$ cat src/rtl/fpadd_sched.sv
// Round-robin scheduler sharing one fpadd adder between NREQ requesters,
// with a per-operation watchdog that aborts when fp_done never arrives.
module fpadd_sched #(
  parameter int unsigned NREQ    = 4,
  parameter int unsigned TIMEOUT = 15
) (
  input  logic                 clk,
  input  logic                 reset,
  input  logic [NREQ-1:0]      req_valid,
  input  logic [32*NREQ-1:0]   req_a,
  input  logic [32*NREQ-1:0]   req_b,
  output logic [NREQ-1:0]      req_ready,
  output logic [NREQ-1:0]      rsp_valid,
  output logic [31:0]          rsp_sum,
  output logic                 rsp_err,
  output logic                 fp_start,
  output logic [31:0]          fp_a,
  output logic [31:0]          fp_b,
  input  logic [31:0]          fp_sum,
  input  logic                 fp_done,
  output logic                 busy
);

  localparam int unsigned PW = (NREQ > 1) ? $clog2(NREQ) : 1;
  localparam int unsigned TW = $clog2(TIMEOUT + 1);

  typedef enum logic [1:0] {IDLE, ISSUE, WAIT, RESP} state_t;

  state_t          state, state_nxt;
  logic [PW-1:0]   ptr, gnt, winner;
  logic            found;
  int unsigned     idx;
  logic [31:0]     win_a, win_b;
  logic [TW-1:0]   timer;
  logic            timed_out;

  // Rotating priority search starting at ptr, wrapping past NREQ-1.
  always_comb begin
    found  = 1'b0;
    winner = '0;
    idx    = 0;
    for (int unsigned k = 0; k < NREQ; k++) begin
      idx = (32'(ptr) + k) % NREQ;
      if (!found && req_valid[PW'(idx)]) begin
        found  = 1'b1;
        winner = PW'(idx);
      end
    end
  end

  always_comb begin
    win_a = '0;
    win_b = '0;
    for (int unsigned i = 0; i < NREQ; i++) begin
      if (winner == PW'(i)) begin
        win_a = req_a[32*i +: 32];
        win_b = req_b[32*i +: 32];
      end
    end
  end

  assign timed_out = (timer == TW'(TIMEOUT - 1));

  always_ff @(posedge clk) begin
    if (!reset) state <= IDLE;
    else        state <= state_nxt;
  end

  always_comb begin
    state_nxt = state;
    case (state)
      IDLE:    if (found) state_nxt = ISSUE;
      ISSUE:   state_nxt = WAIT;
      WAIT:    if (fp_done || timed_out) state_nxt = RESP;
      RESP:    state_nxt = IDLE;
      default: state_nxt = IDLE;
    endcase
  end

  always_ff @(posedge clk) begin
    if (!reset) begin
      ptr     <= '0;
      gnt     <= '0;
      timer   <= '0;
      fp_a    <= '0;
      fp_b    <= '0;
      rsp_sum <= '0;
      rsp_err <= 1'b0;
    end else begin
      case (state)
        IDLE: if (found) begin
          fp_a <= win_a;
          fp_b <= win_b;
          gnt  <= winner;
          ptr  <= (winner == PW'(NREQ - 1)) ? '0 : winner + 1'b1;
        end
        ISSUE: timer <= '0;
        WAIT: begin
          if (timer != '1) timer <= timer + 1'b1;
          // fp_done takes priority over a coincident timeout
          if (fp_done) begin
            rsp_sum <= fp_sum;
            rsp_err <= 1'b0;
          end else if (timed_out) begin
            rsp_sum <= '0;
            rsp_err <= 1'b1;
          end
        end
        default: ;
      endcase
    end
  end

  always_comb begin
    req_ready = '0;
    rsp_valid = '0;
    if (state == IDLE && found) req_ready[winner] = 1'b1;
    if (state == RESP)          rsp_valid[gnt]    = 1'b1;
    fp_start = (state == ISSUE);
    busy     = (state != IDLE);
  end

endmodule
$ cat config.mk
export PLATFORM = sky130hd
export DESIGN_NAME = fpadd_sched
export DESIGN_NICKNAME = d
export VERILOG_FILES = /design/src/rtl/fpadd_sched.sv
export SDC_FILE = /design/constraint.sdc
export NUM_CORES = 1
export LEC_CHECK = 0
export BUFFER_PORTS_ARGS = -buffer_cell sky130_fd_sc_hd__buf_2
export CORE_AREA = 2 2 157 159
export CTS_CLUSTER_DIAMETER = 80
export DETAILED_ROUTE_END_ITERATION = 10
export DIE_AREA = 0 0 159 161
export GPL_ROUTABILITY_DRIVEN = 0
export PLACE_DENSITY = 0.59
export SLEW_MARGIN = 25
export SYNTH_ARGS = -nofsm -noshare
export SYNTH_HDL_FRONTEND = slang
export SYNTH_SLANG_ARGS = --single-unit
$ cat constraint.sdc
create_clock -name clk -period 3.9 [get_ports clk]
set_clock_uncertainty 0.05 [all_clocks]
set_input_delay 0.39 -clock clk [delete_from_list [all_inputs] [get_ports clk]]
set_output_delay 0.39 -clock clk [all_outputs]
set_load 0.05 [all_outputs]
==> results.sh <==
export IMPL_dieArea_mm2=0.0256
export IMPL_nNetsFinal=1460
export IMPL_grtUsageTotal=0.185
export IMPL_drt_wl_total_um=24500
export IMPL_path_cells="a21oi_1 > o21a_1 > o22ai_1 > ha_2 > and2_1 > buf_2"
export IMPL_core_area_mm2=0.0240
export IMPL_cp_top_family="adder cells"
export IMPL_antenna_found_initial=1
export IMPL_syn_avg_cell_area_um2=7.31
export IMPL_p_seq_frac=0.235
export IMPL_die_w_um=159
export IMPL_first_pass_iters=5
export IMPL_stdcell_area_mm2=0.00850
export IMPL_routedWlPerCell_um=16.5
export IMPL_synth_area_leaders="dfxtp_1, a21oi_1, o21ai_0"
export IMPL_crit_type="register to output port"
export IMPL_synth_nets=1114
export IMPL_final_hold_viol_count=0
export IMPL_dpl_cell_area_mm2=0.00818
export IMPL_p_comb_frac=0.614
export IMPL_ys_seq_area_frac=0.362
export IMPL_synth_adder_area_share=0.0211
export IMPL_period_share=0.787
export IMPL_synth_compound_area_frac=0.388
export IMPL_clockBufferDepth=2
export IMPL_min_to="rsp_sum[28]"
export IMPL_synth_mux_area_frac=0.00359
export IMPL_cts_max_level=3
export IMPL_min_path_cells=2
export IMPL_setup_viol=0
export IMPL_min_from="fp_sum[28]"
export IMPL_start_util=0.247
export IMPL_synth_flop_cell="dfxtp_1"
export IMPL_clock_latency_ns=0.36
export IMPL_areaGrowthSynthToFinish_pct=43.7
export IMPL_drt_initial_drc_count=445
export IMPL_start_kind="register"
export IMPL_r2r_end="fp_a[1]"
export IMPL_ctsResizeCount=0
export IMPL_crit_buf_inv=1
export IMPL_r2r_start="ptr[1]"
export IMPL_drcViolationCount=0
export IMPL_synth_area_mm2=0.00592
export IMPL_yosysUniqueCellTypes=36
export IMPL_cap_violations=0
export IMPL_min_path_type="input pin to register"
export IMPL_fillers=2639
export IMPL_fmax_ghz=0.326
export IMPL_rrSetupSlack_ns=0.91
export IMPL_cts_hold_buf=0
export IMPL_yosysTopAreaCell="dfxtp_1"
export IMPL_required_ns=3.46
export IMPL_p_leak_nw=4.21
export IMPL_synth_edff_count=0
export IMPL_r2r_cells=9
export IMPL_p_int_w=0.00314
export IMPL_ys_ff_latch=107
export IMPL_detail_route_vias_per_cell=4.83
export IMPL_rows=57
export IMPL_synth_xor_area_frac=0.00148
export IMPL_maxSlewViolCount=0
export IMPL_cts_sinks=107
export IMPL_rsz0062_at_grt="false"
export IMPL_maxSlewHeadroom=0.493
export IMPL_via_count=7168
export IMPL_synth_top_family_by_area="compound AO/OA/AOI/OAI gates"
export IMPL_syn_inst=809
export IMPL_fin_ws_ns=0.829
export IMPL_ant_nets=0
export IMPL_overflow=0
export IMPL_swShare=0.531
export IMPL_yosysWarnings=0
export IMPL_fin_crit_ns=3.07
export IMPL_post_synth_top_count_cell="a21oi_1"
export IMPL_cts_tree="yes"
export IMPL_critPathMaxFanout=31
export IMPL_preCtsSetupSlack_ns=0.791
export IMPL_synthSimpleGateAreaFrac=0.117
export IMPL_grt_pass1_wl_um=37400
export IMPL_cpPeakStageDelay_ns=0.74
export IMPL_powerDensity_mw_per_mm2=787
export IMPL_utilization=0.355
export IMPL_power_switching_w=0.00355
export IMPL_io_buffers=401
export IMPL_worst_pin_slew_ns=0.758
export IMPL_cp_end_kind="output port"
export IMPL_n_antenna_cell=0
export IMPL_grt_max_degree=67
export IMPL_cts_buffers=9
export IMPL_die_h_um=161
export IMPL_total_power_w=0.00669
export IMPL_hpwl_um=18000
export IMPL_synth_top_area_frac=0.362
export IMPL_outcome="complete, no violations"
export IMPL_path_clk_slew_ns=0.09
export IMPL_grt_pass1_vias=6980
export IMPL_synth_async_reset_ratio=0
export IMPL_cp_slowest_cell="ha_2"
export IMPL_drive_gt1_frac=0.389
export IMPL_post_cts_buffers=0
export IMPL_setup_tns_ns=0
export IMPL_cts_root_buf="clkbuf_16"
export IMPL_ir_drop_uv=333
export IMPL_synthTopCellsByCount="a21oi_1, o21ai_0, dfxtp_1, inv_1, nand2_1"
export IMPL_ios=402
export IMPL_arrival_ns=2.63
export IMPL_clkPwrFrac=0.151
state kept, by name (all words and copies together) (netlist names):
name and cells:
rsp_sum 32, gnt 2, fp_a 32, ptr 2, state 2, rsp_err 1
timer 4, fp_b 32
cell families after synthesis:
logic type                 count (synthesis)
buffers and inverters                    154
adders and majority gates                 10
DFF                                      107
xor gates and xnor gates                   1
and+or+nand+nor                          167
AOI/OAI and AO/OA                        368
muxes                                      2
power groups by stage:
stage / Sequential (W) / Clock (W) / Combinational [W]
after CTS: 0.00157 / 0.00105 / 0.00414
after floorplan: 0.00253 / 0 / 0.00208
final: 0.00157 / 0.00101 / 0.00411
after global placement: 0.00159 / 0 / 0.00412
after global routing: 0.00161 / 0.00109 / 0.00450
after detailed placement: 0.00159 / 0 / 0.00413
layout make-up:
class                      count  area, µm²  area share
multi-input combinational    548       3200       0.376
timing repair buffer         416       2160       0.254
sequential                   107       2140       0.252
tap                          324        405      0.0477
inverter                      73        274      0.0322
clock buffer                   9        225      0.0265
clock inverter                 7        100      0.0118
routing by layer:
| metal | wire length, µm | share of wire | track usage | vias up |
|---|---|---|---|---|
| li1 | - | - | - | 3560 |
| met1 | 10200 | 0.42 | 0.218 | 3252 |
| met2 | 12100 | 0.49 | 0.331 | 319 |
| met3 | 1670 | 0.068 | 0.0406 | 37 |
| met4 | 601 | 0.024 | 0.0640 | 0 |
| met5 | 0 | 0 | 0 | - |
per-stage QoR:
step                      hold slack, ns  std cells
final                              0.199       1484
after global routing               0.175       1484
after CTS                          0.176       1484
after detailed placement           0.400       1468
after global placement             0.400       1468
after floorplan                    0.423        809
worst max-delay path by stage:
stage	cells after the start	start	slack, ns	endpoint
floorplan	7	ptr[1]	1.29	req_ready[3]
global placement	10	req_valid[0]	0.84	fp_a[1]
detailed placement	10	req_valid[0]	0.79	fp_b[14]
CTS	6	ptr[1]	0.79	req_ready[0]
global route	9	ptr[1]	0.58	fp_b[14]
finish	6	ptr[1]	0.83	req_ready[0]
placed cells by master, fill, tap and decap left out, types with 6 or more instances in the layout:
master and count:
dfxtp_1 107, a21oi_1 133, nand2_1 72, a221oi_2 10
clkbuf_16 9, buf_4 12, a22o_1 32, buf_2 401
ha_1 6, inv_1 73, o21ai_0 128, nor2_1 70
a221oi_1 56
(Power assumes the default switching activity.)
